$ cat src/rtl/path_delay_probe_pkg.sv
// Shared definitions for the path delay probe: FSM state encoding and parameter defaults.
package path_delay_probe_pkg;

  typedef enum logic [1:0] {
    IDLE   = 2'd0,
    WAIT   = 2'd1,
    REPORT = 2'd2
  } state_t;

  localparam int CNT_W_DEF       = 8;
  localparam int TIMEOUT_DEF     = 200;
  localparam int SYNC_STAGES_DEF = 2;

endpackage

$ cat src/rtl/path_delay_probe_bit_sync.sv
// Multi-flop synchronizer for a single asynchronous bit; all flops clear on reset.
module bit_sync #(
  parameter int DEPTH = 2
) (
  input  logic clk,
  input  logic rst_n,
  input  logic d,
  output logic q
);

  logic [DEPTH-1:0] sync_p;

  always_ff @(posedge clk or negedge rst_n) begin
    if (!rst_n) sync_p <= '0;
    else        sync_p <= {sync_p[DEPTH-2:0], d};
  end

  assign q = sync_p[DEPTH-1];

endmodule

$ cat src/rtl/path_delay_probe.sv
// Round-trip delay probe: toggles launch, counts cycles until the synchronized echo
// matches, and reports the count (or a timeout) through a valid/ready result port.
module path_delay_probe
  import path_delay_probe_pkg::*;
#(
  parameter int CNT_W       = CNT_W_DEF,
  parameter int TIMEOUT     = TIMEOUT_DEF,
  parameter int SYNC_STAGES = SYNC_STAGES_DEF
) (
  input  logic             clk,
  input  logic             rst_n,
  input  logic             start,
  output logic             busy,
  output logic             launch,
  input  logic             echo,
  output logic             res_valid,
  input  logic             res_ready,
  output logic [CNT_W-1:0] res_cycles,
  output logic             res_timeout
);

  localparam logic [CNT_W-1:0] TIMEOUT_C = CNT_W'(TIMEOUT);

  state_t           state;
  logic [CNT_W-1:0] count;
  logic             echo_s;

  // Counter increments but never passes TIMEOUT, so it cannot wrap.
  function automatic logic [CNT_W-1:0] sat_inc(input logic [CNT_W-1:0] v);
    return (v >= TIMEOUT_C) ? TIMEOUT_C : v + CNT_W'(1);
  endfunction

  bit_sync #(
    .DEPTH (SYNC_STAGES)
  ) u_echo_sync (
    .clk   (clk),
    .rst_n (rst_n),
    .d     (echo),
    .q     (echo_s)
  );

  always_ff @(posedge clk or negedge rst_n) begin
    if (!rst_n) begin
      state       <= IDLE;
      launch      <= 1'b0;
      busy        <= 1'b0;
      res_valid   <= 1'b0;
      res_cycles  <= '0;
      res_timeout <= 1'b0;
      count       <= '0;
    end else begin
      case (state)
        IDLE: begin
          // A start is only honoured once the path has settled to the current launch level.
          if (start && (echo_s == launch)) begin
            launch <= ~launch;
            count  <= '0;
            busy   <= 1'b1;
            state  <= WAIT;
          end
        end
        WAIT: begin
          // A match is checked first so it wins over a simultaneous timeout.
          if (echo_s == launch) begin
            res_cycles  <= count;
            res_timeout <= 1'b0;
            res_valid   <= 1'b1;
            state       <= REPORT;
          end else if (count == TIMEOUT_C) begin
            res_cycles  <= TIMEOUT_C;
            res_timeout <= 1'b1;
            res_valid   <= 1'b1;
            state       <= REPORT;
          end else begin
            count <= sat_inc(count);
          end
        end
        REPORT: begin
          if (res_ready) begin
            res_valid <= 1'b0;
            busy      <= 1'b0;
            state     <= IDLE;
          end
        end
        default: begin
          state     <= IDLE;
          busy      <= 1'b0;
          res_valid <= 1'b0;
        end
      endcase
    end
  end

endmodule

$ cat config.mk
export PLATFORM = sky130hd
export DESIGN_NAME = path_delay_probe
export DESIGN_NICKNAME = d
export VERILOG_FILES = /design/src/rtl/path_delay_probe_pkg.sv /design/src/rtl/path_delay_probe_bit_sync.sv /design/src/rtl/path_delay_probe.sv
export SDC_FILE = /design/constraint.sdc
export NUM_CORES = 1
export LEC_CHECK = 0
export CAP_MARGIN = 25
export CORE_UTILIZATION = 37
export DETAILED_ROUTE_END_ITERATION = 16
export HOLD_SLACK_MARGIN = 0.15
export PLACE_DENSITY = 0.66
export REMOVE_ABC_BUFFERS = 1
export SLEW_MARGIN = 20
export SYNTH_ARGS = -nofsm -noshare
export SYNTH_HDL_FRONTEND = slang
export SYNTH_SLANG_ARGS = --single-unit
export TNS_END_PERCENT = 20
$ cat constraint.sdc
create_clock -name clk -period 1.7 [get_ports clk]
set_clock_uncertainty 0.05 [all_clocks]
set_input_delay 0.17 -clock clk [delete_from_list [all_inputs] [get_ports clk]]
set_output_delay 0.17 -clock clk [all_outputs]
set_load 0.01 [all_outputs]
==> impl_results.md, run 1 <==
- GR Layer Usage met3: 0.0313
- Share of cells above drive strength 1: 0.227
- Die X-Extent: 57.7 µm
- DP HPWL: 1780 µm
- GRT overflow: 0
- GRT met2 Usage: 0.266
- Largest net degree at the start of global routing: 25
- Count leader, synth: dfrtp_1
- Hold Crit Depth: 1
- #FFs+latches synth: 24
- Ports: 17
- GP Congestion: a little under 0.9
- Fin worst setup slack: about 0.02 ns
- Wirelength per Cell: 15.0 µm
- Post-synthesis cell type count: 41
- Most used routing layer: met2
- CP arrival: ~1.9 ns
- End of the worst register-to-register path: count[6]
- Hold endpoint: u_echo_sync.sync_p[0]
- Pwr Density: 1470 nW/µm²
- CTS buffer count: 3
- 1st-pass router iterations: 6
- Latest clock arrival within the worst-skew pair: ~0.33 ns
- Met1 usage: 0.245
- Startpoint Class: flop
- Maximum vdd drop: about 0.55 mV
- Crit share post-route: 0.988
- Setup-failing EPs final: 0
- Slowest Stage Delay on Critical Path: just over 0.4 ns
- Top post-synthesis cells by area: dfrtp_1, a21oi_1, a22o_1, nand3_1, inv_1
- Global-route usage over all layers: 0.180
- Final Critical Period: about 1.7 ns
- Fmax: 0.595 GHz
- Unrepaired setup endpoints after global routing: yes
- Crit end category: flop
- Nets: between 100 and 150
- RR Startpoint: count[1]
- Fillers: 260
- Seq/Total Area, Yosys: 0.522
- Max_cap viols: 0
- Worst Tran Pin Value: 0.421 ns
- Asr flop ratio synth: 1.00
- Lkg Pwr: about 0.7 nW
- Worst R2R Path Depth: 8
- First-pass GRT wire length: about 4500 µm
- Status: finished clean
- Clock Path Buffers: 2
- Buffers on Ports: 16
- Required @ worst endpoint: 1.92 ns
- Vias in the first global route: between 900 and 1k
- Reg-to-reg slack, setup: approximately 0.020 ns
- CTS tree: yes
- Most used DFF post-synth: dfrtp_1
- Setup Crit Path Kind: reg -> reg
- Clock Sinks: 24
- Syn Area/Cell: between 10 and 15 µm²
- Antenna-violating nets left: 0
- Full die area: ~3300 µm²
- Slowest-stage cell, CP: dfrtp_1
- Die Height: slightly below 60 µm
- Routed wire length: between 2000 and 3000 µm
- Root buffer cell: clkbuf_4
- Dpl ws: -0.0375 ns
- Hold/Removal Path Class: in -> reg
- Yosys top cell area share: 0.522
- Setup_tns: 0 ns
- H-tree depth: 1
- CORE AREA: 2850 µm²
- Hold slack: about 0.21 ns
- Initial Util: 0.403
- DR iter-0 viols: 48
- Cells after Synth: approximately 110
- Drt via density: ~5.5
- Layout area overhead: 31.4%
- # DRC: 0
- Total number of vias: about 950
- Final Max Tran Viols: 0
- Synth top cells by count: dfrtp_1, a21oi_1, inv_1, nand2_1, nand3_1
- Mapped Area: around 1100 µm²
- Maximum fanout along the worst path: 4
- Cell accounting for the most synthesized area: dfrtp_1
- Antenna violations before repair: 0
- CTS clk-pin slew, worst paths: between 0.1 and 0.15 ns
- Post-synth EDFFs: 0
- Slew headroom: 0.719
- Cell chain of the critical path: inv_1, ha_1, nand3b_1, o311ai_4, and2_4, buf_4, inv_2, a2bb2oi_2
- Fin. Hold Viols: 0
- Row cnt: 19
- Worst hold start: echo
- Yosys warnings: 0
- Antenna diode count: 0
-- routing by layer --
metal  up-vias  part of all wire
met1       464              0.46
met2        26              0.47
met5         -                 0
li1        454                 -
met3         9             0.029
met4         0             0.033
-- cell type report --
class                      count  area [µm²]  share of cell area
multi-input combinational     73         510               0.338
clock buffer                   4        36.3              0.0240
sequential                    24         601               0.397
tap                           31        38.8              0.0257
inverter                       8        30.0              0.0199
timing repair buffer          32         295               0.195
-- repair_timing --
action | in CTS | in global routing
hold buffers | 1 | 0
pin swaps | 0 | 3
resized for setup | 1 | 1
setup endpoints to repair | 2 | 15
endpoints found under the hold margin | 24 | 0
setup buffers | 0 | 2
-- critical path: cells and delay by family (launching register included) --
family | cells | cell delay [ns]
and+or+nand+nor | 2 | 0.36
buffers and inverters | 3 | 0.20
adders and majority gates | 1 | 0.14
DFF | 1 | 0.41
AOI/OAI and AO/OA | 2 | 0.46
-- how the worst max path moves through the flow --
stage	end	from	slack, ns	cells past startpoint
finish	count[6]	count[1]	0.02	8
global route	res_cycles[0]	count[1]	-0.1	6
CTS	count[4]	count[4]	-0.008	5
detailed placement	count[2]	start	-0.04	5
global placement	count[2]	start	-0.03	5
floorplan	count[2]	launch	0.04	4
-- through the flow --
step / cell area [µm²] / util / instances / total power [mW]
after floorplan: 1130 / - / 105 / 1.39
after global placement: 1440 / 0.506 / 165 / 1.87
final: 1510 / 0.530 / 172 / 2.22
after CTS: 1490 / 0.522 / 170 / 2.21
after detailed placement: 1440 / 0.506 / 165 / 1.90
after global routing: 1510 / 0.530 / 172 / 2.37
-- cell usage in the layout, fill, tap and decap left out, drive strengths merged --
cell	synthesis	routed
dfrtp	24	24
o31ai	1	1
nand2	8	8
nand2b	2	2
ha	2	2
xnor2	1	1
a32oi	1	1
a21oi	9	9
inv	8	8
a2bb2oi	1	1
dlygate4sd3	0	1
nor2	6	6
or2	2	2
o21ai	5	5
or3	1	1
o311ai	2	2
buf	2	15
a22o	5	5
o22a	1	1
o21a	1	1
clkbuf	0	4
a211o	1	1
and2b	1	1
a221o	1	1
nor2b	1	1
nand3	7	7
nor3b	2	2
clkdlybuf4s50	0	16
o311a	1	1
nor3	3	3
xor2	1	1
and2	1	1
and3	1	1
and4	1	1
nand4	1	1
nand3b	1	1
o2bb2ai	1	1
a31oi	1	1
-- kinds of logic (layout without fill, tap and decap cells) --
logic type,Yosys count,count (layout),synth area share
and+or+nand+nor,38,38,0.180
buffers and inverters,10,44,0.0403
adders and majority gates,2,2,0.0218
AOI/OAI and AO/OA,31,31,0.214
DFF,24,24,0.522
xor gates and xnor gates,2,2,0.0218
-- power breakdown --
group	total [mW]	internal, mW	switching [mW]	leakage (nW)
clock	0.309	0.131	0.178	0.0210
sequential	0.854	0.733	0.122	0.310
combinational	1.06	0.539	0.517	0.352
total	2.22	1.40	0.817	0.683
-- state kept, by name (all words and copies together), names as in the netlist --
signal,count
res_timeout,1
state,2
res_cycles,8
count,8
res_valid,1
launch,1
u_echo_sync.sync_p,2
busy,1
Note: power is estimated with default switching activity, not from simulation.
==> run 2, diff against run 1 <==
Settings changed: CTS_CLUSTER_DIAMETER set to 50.
==> results of run 2 <==
Final layout, timing and power as in run 1 (identical DEF).
==> run 3, diff against run 2 <==
Settings changed: CTS_CLUSTER_SIZE set to 14, HOLD_SLACK_MARGIN 0.15 to not set, RECOVER_POWER set to 100.
==> run 3 against run 2 <==
  * Clock power is essentially flat
  * Combinational power shrank 6%
  * Sequential power shrank 0.5%
  * Register-to-register slack is essentially flat
  * Cell count shrank 0.58%
  * Die area is the same
  * Worst hold slack gained 0.10 ns
  * Largest cell class unchanged
  * Wire length shrank 2.4%
  * Non-clock buffer count shrank 1
  * Largest power group unchanged
  * Via count shrank 0.73%
  * Critical endpoint unchanged
==> impl_results.md, run 3 (synthesis gave the netlist of run 1 again) <==
- Setup-failing EPs final: 0 (unchanged)
- Top layer in use: met4 (unchanged)
- Wirelength per Cell: 14.7 µm (was 15.0 µm)
- Met2 wire length: 1170 µm (was 1220 µm)
- RR Startpoint: count[1] (unchanged)
- Full die area: 3330 µm² (unchanged)
- DP HPWL: 1780 µm (unchanged)
- Final Max Tran Viols: 0 (unchanged)
- 1st-pass router iterations: 7 (was 6)
- Antenna violations before repair: 0 (unchanged)
- CTS tree: yes (unchanged)
- Ports: 17 (unchanged)
- H-tree depth: 1 (unchanged)
- CORE AREA: 2850 µm² (unchanged)
- Most frequent cells in the layout: dfrtp_1, dlygate4sd3_1, buf_4 (was dfrtp_1, clkdlybuf4s50_1, buf_4)
- CP arrival: 1.90 ns (about the same)
- Fin area: 1490 µm² (was 1510 µm²)
- Worst R2R Path Depth: 8 (unchanged)
- Die Height: 57.7 µm (unchanged)
- Top delay family on crit path: compound AO/OA/AOI/OAI gates (unchanged)
- Root buffer cell: clkbuf_4 (unchanged)
- Global-route usage over all layers: 0.178 (was 0.180)
- Commonest non-fill, non-tap cell in the layout: dfrtp_1 (unchanged)
- Slowest-stage cell, CP: dfrtp_1 (unchanged)
- Slew headroom: 0.115 (was 0.719)
- Latest clock arrival within the worst-skew pair: 0.32 ns (was 0.33 ns)
- Top Registers: count x8, res_cycles x8 (unchanged)
- DR iter-0 viols: 35 (was 48)
- Nets: 148 (was 149)
- Met1 WL: 1180 µm (was 1190 µm)
- Reg-to-reg slack, setup: 0.02 ns (about the same)
- Worst path buffer plus inverter count: 3 (unchanged)
- Crit end category: flop (unchanged)
- End of the worst register-to-register path: count[6] (unchanged)
- Layout area overhead: 29.6% (was 31.4%)
- Antenna diode count: 0 (unchanged)
- Lkg Pwr: 0.687 nW (was 0.683 nW)
- Maximum fanout along the worst path: 4 (unchanged)
- Crit share post-route: 0.987 (was 0.988)
- Dpl cell area: 1440 µm² (unchanged)
- Die X-Extent: 57.7 µm (unchanged)
- Startpoint Class: flop (unchanged)
- GRT overflow: 0 (unchanged)
- Pwr Density: 1450 nW/µm² (was 1470 nW/µm²)
- Buffers on Ports: 16 (unchanged)
- CTS clk-pin slew, worst paths: 0.13 ns (about the same)
- Clock Sinks: 24 (unchanged)
- Setup Crit Path Kind: reg -> reg (unchanged)
- Fmax: 0.596 GHz (was 0.595 GHz)
- Clock Path Buffers: 2 (unchanged)
- Initial Util: 0.403 (unchanged)
- Met3 routed WL: 80 µm (was 76 µm)
- First-pass GRT wire length: 4440 µm (was 4510 µm)
- Maximum vdd drop: 0.532 mV (was 0.546 mV)
- Vias in the first global route: 910 (unchanged)
- Fillers: 263 (was 260)
- Hold/Removal Path Class: reg -> reg (was in -> reg)
- Total power: 2.16 mW (was 2.22 mW)
- CTS buffer count: 3 (unchanged)
- Slowest Stage Delay on Critical Path: 0.41 ns (about the same)
- Required @ worst endpoint: 1.92 ns (about the same)
- Cts hold-fix bufs: 0 (was 1)
- Antenna-violating nets left: 0 (unchanged)
- Row cnt: 19 (unchanged)
- Worst hold start: u_echo_sync.sync_p[0] (was echo)
- Cell chain of the critical path: inv_1, ha_1, nand3b_1, o311ai_4, and2_4, buf_4, inv_2, a2bb2oi_2 (unchanged)
- Fin. Hold Viols: 0 (unchanged)
- # DRC: 0 (unchanged)
- Share of cells above drive strength 1: 0.207 (was 0.227)
- Final Critical Period: 1.68 ns (about the same)
- Max_cap viols: 0 (unchanged)
- Worst Tran Pin Value: 1.33 ns (was 0.421 ns)
- Status: finished clean (unchanged)
- Hold Crit Depth: 0 (was 1)
- Unrepaired setup endpoints after global routing: yes (unchanged)
- GP Congestion: 0.885 (unchanged)
- Largest net degree at the start of global routing: 25 (unchanged)
- Drt via density: 5.53 (was 5.54)
- Hold endpoint: u_echo_sync.sync_p[1] (was u_echo_sync.sync_p[0])
- Routed wire length: 2520 µm (was 2580 µm)
- Total number of vias: 946 (was 953)
==> run 3: per-layer routing <==
metal / vias up / global-route usage
li1: 454 / -
met1: 455 / 0.240
met2: 28 / 0.264
met3: 9 / 0.0313
met4: 0 / 0.116
met5: - / 0
==> run 3: power by group <==
group / leakage, nW / internal (mW) / switching (mW)
logic: 0.356 / 0.486 / 0.512
clock network: 0.0210 / 0.131 / 0.177
registers: 0.310 / 0.732 / 0.117
==> run 3: layout make-up <==
class | count | area [µm²] | share of cell area
sequential | 24 | 601 | 0.403
multi-input combinational | 73 | 510 | 0.343
timing repair buffer | 31 | 274 | 0.184
tap | 31 | 38.8 | 0.0260
clock buffer | 4 | 36.3 | 0.0243
inverter | 8 | 30.0 | 0.0202
==> run 3: metrics by stage <==
| stage | instances | setup WS (ns) | TNS [ns] | utilization | hold WS (ns) |
|---|---|---|---|---|---|
| 2_1_floorplan | 105 | 0.0439 | 0 | - | -0.176 |
| 3_3_place_gp | 165 | -0.0308 | -0.0433 | 0.506 | 0.286 |
| 3_5_place_dp | 165 | -0.0375 | -0.0576 | 0.506 | 0.289 |
| 4_1_cts | 169 | -0.00821 | -0.00821 | 0.518 | 0.140 |
| 5_1_grt | 171 | -0.0988 | -0.835 | 0.522 | 0.333 |
| 6_report | 171 | 0.0214 | 0 | 0.522 | 0.314 |
==> run 3: how the worst max path moves through the flow <==
| stage | start | to | slack [ns] | depth (start not counted) |
|---|---|---|---|---|
| after floorplan | launch | count[2] | 0.04 | 4 |
| after global placement | start | count[2] | -0.03 | 5 |
| after detailed placement | start | count[2] | -0.04 | 5 |
| after CTS | count[4] | count[4] | -0.008 | 5 |
| after global routing | count[1] | res_cycles[0] | -0.1 | 6 |
| final | count[1] | count[6] | 0.02 | 8 |
==> run 3: what timing repair did <==
item	in CTS	in global routing
endpoints found under the setup margin	2	15
gates cloned	0	0
pin swaps	0	3
buffers inserted	0	2
resized for setup	1	1
